File: config.mk
export PLATFORM = sky130hd
export DESIGN_NAME = riscv_mem_arbiter
export DESIGN_NICKNAME = d
export VERILOG_FILES = /design/src/rtl/riscv_mem_pkg.sv /design/src/rtl/riscv_mem_grant.sv /design/src/rtl/riscv_mem_arbiter.sv
export SDC_FILE = /design/constraint.sdc
export NUM_CORES = 1
export LEC_CHECK = 0
export CORE_ASPECT_RATIO = 0.5
export CORE_UTILIZATION = 37
export DETAILED_ROUTE_END_ITERATION = 10
export PLACE_DENSITY_LB_ADDON = 0.25
export SLEW_MARGIN = 10
export SYNTH_ARGS = -nofsm -noshare
export SYNTH_HDL_FRONTEND = slang
export SYNTH_SLANG_ARGS = --single-unit
File: constraint.sdc
create_clock -name clock -period 2.2 [get_ports clock]
set_input_delay 0.33 -clock clock [delete_from_list [all_inputs] [get_ports clock]]
set_output_delay 0.33 -clock clock [all_outputs]
set_load 0.02 [all_outputs]
File: src/rtl/riscv_mem_pkg.sv
// Shared encodings and constants for the unified-memory arbiter.
package riscv_mem_pkg;

    typedef enum logic [2:0] {
        ST_IDLE  = 3'd0,
        ST_ISSUE = 3'd1,
        ST_WAIT  = 3'd2,
        ST_RESP  = 3'd3,
        ST_ERR   = 3'd4
    } state_t;

    typedef enum logic {
        REQ_IF = 1'b0,
        REQ_D  = 1'b1
    } req_id_t;

    localparam int unsigned MEM_WORDS_DEFAULT = 1024;
    localparam int unsigned WORD_SHIFT        = 2;
    localparam int unsigned STRB_W            = 4;

endpackage

File: src/rtl/riscv_mem_grant.sv
// Grant selection between fetch and data requesters.
// RISCV_MEM_ARB_RR_EN selects round-robin; otherwise data always wins.
module riscv_mem_grant
    import riscv_mem_pkg::*;
(
    input  logic       if_valid,
    input  logic       d_valid,
    input  logic       idle,
    input  req_id_t    last_grant,
    output logic [1:0] grant,
    output req_id_t    last_grant_next
);

    logic pick_d;

`ifdef RISCV_MEM_ARB_RR_EN
    // On contention the port that did not win last time gets the slot.
    always_comb begin
        pick_d = d_valid;
        if (if_valid && d_valid) begin
            pick_d = (last_grant == REQ_IF);
        end
    end

    assign last_grant_next = (idle && (if_valid || d_valid))
                           ? (pick_d ? REQ_D : REQ_IF) : last_grant;
`else
    logic unused_last_grant;

    assign pick_d            = d_valid;
    assign unused_last_grant = last_grant;
    assign last_grant_next   = REQ_D;
`endif

    assign grant[REQ_IF] = idle & if_valid & ~pick_d;
    assign grant[REQ_D]  = idle & d_valid & pick_d;

endmodule

File: src/rtl/riscv_mem_arbiter.sv
// Serialises fetch and load/store requests onto one synchronous word memory.
// Optional round-robin arbitration via RISCV_MEM_ARB_RR_EN.
module riscv_mem_arbiter
    import riscv_mem_pkg::*;
#(
    parameter int unsigned ADDR_W      = 32,
    parameter int unsigned DATA_W      = 32,
    parameter int unsigned MEM_WORDS   = MEM_WORDS_DEFAULT,
    parameter int unsigned MEM_LATENCY = 1
) (
    input  logic                         clock,
    input  logic                         reset_n,
    input  logic                         if_req_valid,
    input  logic [ADDR_W-1:0]            if_req_addr,
    output logic                         if_req_ready,
    output logic                         if_rsp_valid,
    output logic [DATA_W-1:0]            if_rsp_data,
    output logic                         if_rsp_err,
    input  logic                         d_req_valid,
    input  logic                         d_req_we,
    input  logic [ADDR_W-1:0]            d_req_addr,
    input  logic [DATA_W-1:0]            d_req_wdata,
    input  logic [STRB_W-1:0]            d_req_wstrb,
    output logic                         d_req_ready,
    output logic                         d_rsp_valid,
    output logic [DATA_W-1:0]            d_rsp_rdata,
    output logic                         d_rsp_err,
    output logic                         mem_en,
    output logic                         mem_we,
    output logic [STRB_W-1:0]            mem_wstrb,
    output logic [$clog2(MEM_WORDS)-1:0] mem_addr,
    output logic [DATA_W-1:0]            mem_wdata,
    input  logic [DATA_W-1:0]            mem_rdata
);

    localparam int unsigned AW    = $clog2(MEM_WORDS);
    localparam int unsigned CNT_W = (MEM_LATENCY > 1) ? $clog2(MEM_LATENCY) : 1;

    state_t            state, state_next;
    logic [CNT_W-1:0]  cnt, cnt_next;
    req_id_t           owner, owner_next;
    logic              cmd_we, cmd_we_next;
    req_id_t           last_grant, last_grant_next;
    logic [1:0]        grant;
    logic              idle;

    logic [ADDR_W-1:0] sel_addr;
    logic              sel_we;
    logic [STRB_W-1:0] sel_wstrb;
    logic [DATA_W-1:0] sel_wdata;
    logic              sel_err;

    logic              mem_en_d, mem_we_d;
    logic [STRB_W-1:0] mem_wstrb_d;
    logic [AW-1:0]     mem_addr_d;
    logic [DATA_W-1:0] mem_wdata_d;
    logic              if_rsp_valid_d, if_rsp_err_d, d_rsp_valid_d, d_rsp_err_d;
    logic [DATA_W-1:0] if_rsp_data_d, d_rsp_rdata_d;

    assign idle = (state == ST_IDLE);

    riscv_mem_grant u_grant (
        .if_valid        (if_req_valid),
        .d_valid         (d_req_valid),
        .idle            (idle),
        .last_grant      (last_grant),
        .grant           (grant),
        .last_grant_next (last_grant_next)
    );

    assign if_req_ready = grant[REQ_IF];
    assign d_req_ready  = grant[REQ_D];

    // Winning request; fetches never write.
    assign sel_addr  = grant[REQ_D] ? d_req_addr : if_req_addr;
    assign sel_we    = grant[REQ_D] & d_req_we;
    assign sel_wstrb = grant[REQ_D] ? d_req_wstrb : '0;
    assign sel_wdata = grant[REQ_D] ? d_req_wdata : '0;
    assign sel_err   = (sel_addr[1:0] != 2'b00) ||
                       ((sel_addr >> WORD_SHIFT) >= ADDR_W'(MEM_WORDS));

    always_ff @(posedge clock or negedge reset_n) begin
        if (!reset_n) begin
            state      <= ST_IDLE;
            cnt        <= '0;
            owner      <= REQ_IF;
            cmd_we     <= 1'b0;
            last_grant <= REQ_D;
        end else begin
            state      <= state_next;
            cnt        <= cnt_next;
            owner      <= owner_next;
            cmd_we     <= cmd_we_next;
            last_grant <= last_grant_next;
        end
    end

    always_comb begin
        state_next  = state;
        cnt_next    = cnt;
        owner_next  = owner;
        cmd_we_next = cmd_we;
        unique case (state)
            ST_IDLE: begin
                if (|grant) begin
                    owner_next  = grant[REQ_D] ? REQ_D : REQ_IF;
                    cmd_we_next = sel_we;
                    state_next  = sel_err ? ST_ERR : ST_ISSUE;
                end
            end
            ST_ISSUE: begin
                state_next = ST_WAIT;
                cnt_next   = CNT_W'(MEM_LATENCY - 1);
            end
            ST_WAIT: begin
                if (cnt == '0) state_next = ST_RESP;
                else           cnt_next   = cnt - CNT_W'(1);
            end
            ST_RESP, ST_ERR: state_next = ST_IDLE;
            default:         state_next = ST_IDLE;
        endcase
    end

    // Next-cycle output values; the memory strobe and response pulses are registered.
    always_comb begin
        mem_en_d       = 1'b0;
        mem_we_d       = 1'b0;
        mem_wstrb_d    = '0;
        mem_addr_d     = '0;
        mem_wdata_d    = '0;
        if_rsp_valid_d = 1'b0;
        if_rsp_data_d  = '0;
        if_rsp_err_d   = 1'b0;
        d_rsp_valid_d  = 1'b0;
        d_rsp_rdata_d  = '0;
        d_rsp_err_d    = 1'b0;
        if (idle && state_next == ST_ISSUE) begin
            mem_en_d    = 1'b1;
            mem_we_d    = sel_we;
            mem_wstrb_d = sel_wstrb;
            mem_addr_d  = AW'(sel_addr >> WORD_SHIFT);
            mem_wdata_d = sel_wdata;
        end
        if (state_next == ST_RESP) begin
            if (owner_next == REQ_D) begin
                d_rsp_valid_d = 1'b1;
                d_rsp_rdata_d = cmd_we ? '0 : mem_rdata;
            end else begin
                if_rsp_valid_d = 1'b1;
                if_rsp_data_d  = mem_rdata;
            end
        end
        if (state_next == ST_ERR) begin
            if (owner_next == REQ_D) begin
                d_rsp_valid_d = 1'b1;
                d_rsp_err_d   = 1'b1;
            end else begin
                if_rsp_valid_d = 1'b1;
                if_rsp_err_d   = 1'b1;
            end
        end
    end

    always_ff @(posedge clock or negedge reset_n) begin
        if (!reset_n) begin
            mem_en       <= 1'b0;
            mem_we       <= 1'b0;
            mem_wstrb    <= '0;
            mem_addr     <= '0;
            mem_wdata    <= '0;
            if_rsp_valid <= 1'b0;
            if_rsp_data  <= '0;
            if_rsp_err   <= 1'b0;
            d_rsp_valid  <= 1'b0;
            d_rsp_rdata  <= '0;
            d_rsp_err    <= 1'b0;
        end else begin
            mem_en       <= mem_en_d;
            mem_we       <= mem_we_d;
            mem_wstrb    <= mem_wstrb_d;
            mem_addr     <= mem_addr_d;
            mem_wdata    <= mem_wdata_d;
            if_rsp_valid <= if_rsp_valid_d;
            if_rsp_data  <= if_rsp_data_d;
            if_rsp_err   <= if_rsp_err_d;
            d_rsp_valid  <= d_rsp_valid_d;
            d_rsp_rdata  <= d_rsp_rdata_d;
            d_rsp_err    <= d_rsp_err_d;
        end
    end

endmodule

==> summary.md, run 1 <==
| Metric | Value |
|---|---|
| Outcome | `finished, final reports clean` |
| Asr flop ratio synth | `100%` |
| Clock Skews | `between 0.008 and 0.009 ns` |
| RSZ-0062 raised after global routing | `false` |
| MaxCap Viol Count | `0` |
| Fin cells | `around 730` |
| Setup TNS | `0 ns` |
| Fmax achieved | `a little under 0.5 GHz` |
| Hold Slack | `roughly 0.42 ns` |
| Final #Nets | `between 700 and 800` |
| Initial antenna violation count | `0` |
| Ys flop type | `dfrtp_1` |
| Initial Util | `about two fifths` |
| Gpl congestion | `slightly above 0.8` |
| Seq/Total Area, Yosys | `between 70% and 80%` |
| Initial DRC count | `between 80 and 90` |
| Crit path max fanout | `4` |
| Worst-Skew Late Latency | `around 0.39 ns` |
| Clock sink count | `around 120` |
| HP Class | `in2async` |
| Area delta synth->final | `81.7%` |
| Measured slew at the worst slew-check pin | `between 0.6 and 0.7 ns` |
| Post-Synthesis Cell Area | `around 0.0041 sq mm` |
| Vias per inst | `around 4.4` |
| Min cycle time layout | `approximately 2.1 ns` |
| Cell Count Post-Placement | `700` |
| Die height | `76.8 um` |
| Depth of the CTS H-tree | `4` |
| VDD IR max | `around 0.00040 V` |
| Grt total ovfl | `0` |
| Inserted Diodes | `0` |
| Number of synthesized flops with an enable pin | `0` |
| Design Power | `5.53 mW` |
| Mapped Cells | `~310` |
| Root Driver | `clkbuf_16` |
| Final Max Slew Viols | `0` |
| Vias | `approximately 3200` |
| Post-Place Worst Slack | `between 0.09 and 0.1 ns` |
| Avg Synthesized Cell Area | `between 10 and 15 sq um` |
| Critical path cell sequence | `nor3_4, o21ai_0, nor2_1, dlygate4sd2_1` |
| First-pass GRT wire length | `between 15000 and 20000 um` |
| Hold Fails Final Rpt | `0` |
| Slowest CP cell | `dfrtp_1` |
| DR pass1 iterations | `4` |
| RR Startpoint | `state[0]` |
| CTS max path bufs | `2` |
| CP bufs+invs | `1` |
| Vias in the first global route | `roughly 3400` |
| CTS Buf Count | `17` |
| Setup Viol. Count Final | `0` |
| Mapped Nets | `roughly 450` |
| Largest net degree at the start of global routing | `63` |
| Number of setup buffers added after CTS | `0` |
| Worst Slack Setup Final | `roughly 0.13 ns` |
| Share of cells above drive strength 1 | `under 10%` |
| Top delay family on crit path | `flip-flops` |
| Avg WL per Cell | `roughly 15 um` |
| Design Area, Final | `between 0.007 and 0.008 sq mm` |
| Rel. slew slack | `between 50 and 60%` |
| I/O pin cnt | `around 260` |
| Dpl hpwl | `around 8200 um` |
| Setup CP Type | `reg2out` |
| Worst reg2reg setup slack | `about 0.25 ns` |
| Period utilization | `94.1%` |
| Critical Path Source Type | `flip-flop` |
| Core area | `approximately 0.011 sq mm` |
| Die W | `152 um` |
| Dpl cell area | `0.00689 sq mm` |
| # DRC | `0` |
| CP arrival | `1.74 ns` |
| YS warnings | `0` |
| Worst R2R Path Depth | `7` |
| Global-route usage over all layers | `20.4%` |
| Fin util | `a little under three quarters` |
| Clock-pin slew on the worst setup and hold paths | `0.05 ns` |
| DIE AREA | `roughly 0.012 sq mm` |
| CTS tree | `built` |
| Power Density | `736 mW/mm^2` |
| Crit path capture type | `output port` |
| Final Routed Wirelength | `~11000 um` |
| Reg-to-reg critical path endpoint | `state[0]` |
| #FFs+latches synth | `roughly 120` |
| Rows | `26` |
| Lkg Pwr | `about 3.5 nW` |
| Routed Antenna Nets | `0` |
| IO buf count | `254` |
| Delay of the slowest critical-path stage | `~0.45 ns` |
| Synth unique cells | `28` |
| Critical Path RT | `about 1.9 ns` |
| # fillers | `about 760` |
==> state kept, by name, summed over array words and instances, names as in the netlist <==
register      cells
d_rsp_rdata      32
mem_wdata        32
if_rsp_valid      1
mem_en            1
if_rsp_data      32
state             3
cmd_we            1
owner             1
mem_we            1
d_rsp_valid       1
mem_addr         10
mem_wstrb         4
d_rsp_err         1
if_rsp_err        1
==> per-layer routing <==
| metal | GRT usage [%] | part of all wire, % |
|---|---|---|
| met5 | 0 | 0 |
| met4 | 7.03 | 0.72 |
| met3 | 4.94 | 5.5 |
| met2 | 38.6 | 57 |
| met1 | 22.2 | 37 |
==> placed cells by master (no fill, tap or decap), drive strengths merged <==
cell type / n
clkdlybuf4s50: 251
dfrtp: 121
and2: 100
nand2: 28
clkbuf: 23
buf: 12
nor4: 10
a21oi: 10
nor2: 7
nor3: 6
clkinv: 5
bufinv: 4
nand4: 2
dlygate4sd2: 2
inv: 2
o21ai: 1
o21bai: 1
xnor2: 1
nor3b: 1
nand2b: 1
a2bb2oi: 1
or2: 1
and3: 1
a22o: 1
dlygate4sd3: 1
==> synth_stat cells (2+ instances only) <==
cell        n  area share, %
a21oi_1     2           0.24
a21oi_2     8            1.7
and2_1    100             15
clkbuf_1    7           0.64
clkbuf_2    3           0.36
dfrtp_1   121             73
nand2_1    27            2.5
nand4_1     2           0.30
nor2_1      7           0.64
nor3_1      3           0.36
nor3_2      2           0.48
nor4_1     10            1.5
==> kinds of logic (layout without fill, tap and decap cells) <==
logic type	count (synthesis)	count (layout)	synth area share, %
AOI/OAI and AO/OA	14	14	2.75
xor gates and xnor gates	1	1	0.212
buffers and inverters	15	300	1.75
DFF	121	121	73.2
and+or+nand+nor	157	157	22.1
==> worst register-to-register path, cell delays in order (launching register included) <==
cell      delay [ns]
dfrtp_1         0.45
nor3_4          0.29
nand2_2         0.09
inv_2           0.13
buf_4           0.14
nor3_2          0.05
o21bai_2        0.55
nand2_1         0.10
==> timing repair <==
action,in CTS,in global routing
hold buffers,1,0
resized for setup,3,0
endpoints found under the hold margin,30,0
endpoints found under the setup margin,2,0
==> worst max-delay path by stage <==
| stage | from | slack [ns] | cells past startpoint | endpoint |
|---|---|---|---|---|
| after floorplan | state[0] | 0.60 | 5 | if_req_ready |
| after CTS | state[0] | 0.15 | 5 | if_req_ready |
| after detailed placement | d_req_addr[1] | 0.09 | 7 | d_rsp_valid |
| after global routing | state[0] | 0.04 | 4 | if_req_ready |
| final | state[0] | 0.13 | 4 | if_req_ready |
| after global placement | d_req_addr[19] | 0.15 | 7 | d_rsp_valid |
==> area by class of cell <==
| cell class | instances | area, sq um | area share [%] |
|---|---|---|---|
| well taps | 140 | 175 | 2.33 |
| flip-flops and latches | 121 | 3030 | 40.3 |
| clock buffers | 23 | 468 | 6.23 |
| inverters | 2 | 7.51 | 0.0999 |
| multi-input cells | 172 | 1050 | 14.0 |
| clock inverters | 9 | 145 | 1.93 |
| repair buffers | 266 | 2640 | 35.2 |
==> report_power, final <==
part	internal, mW	leakage, nW	switching (mW)
registers	2.24	1.68	0.0110
logic	0.262	1.47	0.145
clock network	1.95	0.305	0.924
Note: power is estimated with default switching activity, not from simulation.
==> run 2, diff against run 1 <==
--- a/config.mk
+++ b/config.mk
@@ -9,7 +9,9 @@
 export CORE_UTILIZATION = 37
 export DETAILED_ROUTE_END_ITERATION = 10
 export PLACE_DENSITY_LB_ADDON = 0.25
+export SETUP_SLACK_MARGIN = 0.4
 export SLEW_MARGIN = 10
 export SYNTH_ARGS = -nofsm -noshare
 export SYNTH_HDL_FRONTEND = slang
 export SYNTH_SLANG_ARGS = --single-unit
+export TNS_END_PERCENT = 20
==> run 2 against run 1 <==
- wire length rose by 1.4%
- final cell count grew 0.55%
- power is 0.12% higher
- flip-flop and latch count is the same
- utilization increased by 0.34 points
- sequential share of layout area fell by 0.19 points
- largest cell class unchanged
- hold slack better by 0.0025 ns
- combinational power increased by 3%
- worst setup slack improved by 0.24 ns
- non-clock buffer count grew 4
==> summary.md, run 2 (synthesis results as in run 1) <==
| Metric | Value |
|---|---|
| Hold Fails Final Rpt | `0 (unchanged)` |
| Die height | `76.8 um (unchanged)` |
| DIE AREA | `0.0116 sq mm (unchanged)` |
| Slowest CP cell | `dfrtp_1` |
| Period utilization | `83.0% (-11 points)` |
| Min cycle time layout | `1.83 ns (-0.244 ns)` |
| Initial DRC count | `81 (-1.2%)` |
| RSZ-0062 raised after global routing | `true` |
| NetSw | `1.08 mW (about the same)` |
| CP arrival | `1.50 ns (-0.24 ns)` |
| Initial antenna violation count | `0 (unchanged)` |
| Clock Skews | `0.00903 ns (+0.000990 ns)` |
| Outcome | `finished, final reports clean` |
| Largest net degree at the start of global routing | `63 (unchanged)` |
| Int Pwr | `4.46 mW (+0.14%)` |
| HP Class | `in2async` |
| Top delay family on crit path | `simple AND/OR/NAND/NOR gates` |
| Core area | `0.0105 sq mm (unchanged)` |
| IO buf count | `254 (unchanged)` |
| Critical path cell sequence | `nor3_4, nand2_2, inv_4, nor2_1, buf_2` |
| Root Driver | `clkbuf_16` |
| CTS max path bufs | `2 (unchanged)` |
| VDD IR max | `0.000400 V (about the same)` |
| CTS Buf Count | `17 (unchanged)` |
| Routed Antenna Nets | `0 (unchanged)` |
| # DRC | `0 (unchanged)` |
| Vias in the first global route | `3433 (+0.087%)` |
| Depth of the CTS H-tree | `4 (unchanged)` |
| Commonest non-fill, non-tap cell in the layout | `clkdlybuf4s50_1` |
| Biggest regs | `d_rsp_rdata (32), if_rsp_data (32), mem_wdata (32)` |
| CP bufs+invs | `2 (+1)` |
| Crit path max fanout | `8 (+4)` |
| Die W | `152 um (unchanged)` |
| DR pass1 iterations | `4 (unchanged)` |
| First-pass GRT wire length | `17700 um (+0.23%)` |
| I/O pin cnt | `255 (unchanged)` |
| Sequential Power Share | `40.7% (about the same)` |
| Clock sink count | `121 (unchanged)` |
| Setup CP Type | `reg2out` |
| Dpl hpwl | `8170 um (unchanged)` |
| Inserted Diodes | `0 (unchanged)` |
| Combinational Power Share | `7.6% (+0.2 points)` |
| Clock-pin slew on the worst setup and hold paths | `0.05 ns (about the same)` |
| Grt total ovfl | `0 (unchanged)` |
| Gpl congestion | `0.830 (unchanged)` |
| Rows | `26 (unchanged)` |
| Fin cells | `737 (+0.55%)` |
| MaxCap Viol Count | `0 (unchanged)` |
| Setup Viol. Count Final | `0 (unchanged)` |
| Lkg Pwr | `3.47 nW (+0.58%)` |
| Setup TNS | `0 ns (unchanged)` |
| Vias per inst | `4.39 (+0.14%)` |
| Share of cells above drive strength 1 | `10.6% (+0.94 points)` |
| Clock share of power | `51.7% (-0.2 points)` |
| Worst-Skew Late Latency | `0.39 ns (about the same)` |
| Sw Ratio | `19.5% (-0.020 points)` |
| Power Density | `734 mW/mm^2 (-0.36%)` |
| Measured slew at the worst slew-check pin | `0.415 ns (-0.277 ns)` |
| Final #Nets | `721 (+0.56%)` |
| Rel. slew slack | `72.3% (+19 points)` |
| Avg WL per Cell | `15.3 um (+0.89%)` |
| Critical Path RT | `1.87 ns (about the same)` |
| Initial Util | `39.2% (unchanged)` |
| Critical Path Source Type | `flip-flop` |
| Vias | `3234 (+0.68%)` |
| Global-route usage over all layers | `20.5% (+0.065 points)` |
| Area delta synth->final | `82.6%` |
| Cell Count Post-Placement | `700 (unchanged)` |
| Delay of the slowest critical-path stage | `0.41 ns (-0.04 ns)` |
| Final Max Slew Viols | `0 (unchanged)` |
| Final Routed Wirelength | `11300 um (+1.4%)` |
| Fmax achieved | `0.548 GHz (+13%)` |
| CTS tree | `built` |
| Commonest cells after routing, fill and taps aside | `clkdlybuf4s50_1, dfrtp_1, and2_1` |
| Crit path capture type | `output port` |
## run 2: what timing repair did
action | 4_1_cts | 5_1_grt
endpoints found under the setup margin | 43 | 43
pin swaps | 1 | 2
buffers inserted | 1 | 3
hold buffers | 1 | 0
gates resized for setup | 11 | 2
hold endpoints to repair | 30 | 0
## run 2: metal layers
layer	GRT usage, %	up-vias	part of all wire (%)
met5	0	-	0
met4	7.23	0	0.73
met3	5.00	6	5.3
met2	38.7	123	57
met1	22.2	1571	37
li1	-	1534	-
## run 2: power groups by stage
stage | clock network [mW] | logic (mW) | registers (mW)
2_1_floorplan | 0 | 0.0594 | 2.30
3_3_place_gp | 0 | 0.406 | 2.29
3_5_place_dp | 0 | 0.411 | 2.29
4_1_cts | 2.92 | 0.419 | 2.25
5_1_grt | 3.03 | 0.453 | 2.25
6_report | 2.87 | 0.419 | 2.25
## run 2: stage by stage
stage                     area, sq um  power, mW  util (%)  hold WS [ns]  setup WS (ns)
after floorplan                  4140       2.36         -        0.0344          0.603
after global placement           6890       2.70      65.3         0.286          0.147
after detailed placement         6890       2.70      65.3         0.292         0.0938
after CTS                        7520       5.59      71.3         0.425          0.371
after global routing             7550       5.73      71.6         0.433          0.298
final                            7550       5.54      71.6         0.424          0.375
## run 2: worst paths after layout
| check | from | endpoint | slack, ns | cells past startpoint |
|---|---|---|---|---|
| hold reg to reg | cmd_we | cmd_we | 0.53 | 1 |
| max in group asynchronous | reset_n | d_rsp_rdata[23] | 1.05 | 3 |
| min in group clock | if_req_addr[11] | mem_addr[9] | 0.48 | 3 |
| hold / removal | reset_n | mem_wdata[20] | 0.42 | 2 |
| setup / recovery | state[1] | if_req_ready | 0.37 | 5 |
| setup reg to reg | state[1] | mem_wstrb[0] | 0.43 | 6 |
## run 2: area by class of cell
class                   count  area, sq um
clock buffers              23          468
clock inverters             9          145
multi-input cells         172         1060
flip-flops and latches    121         3030
inverters                   2         10.0
well taps                 140          175
fillers                   757         2990
repair buffers            270         2670
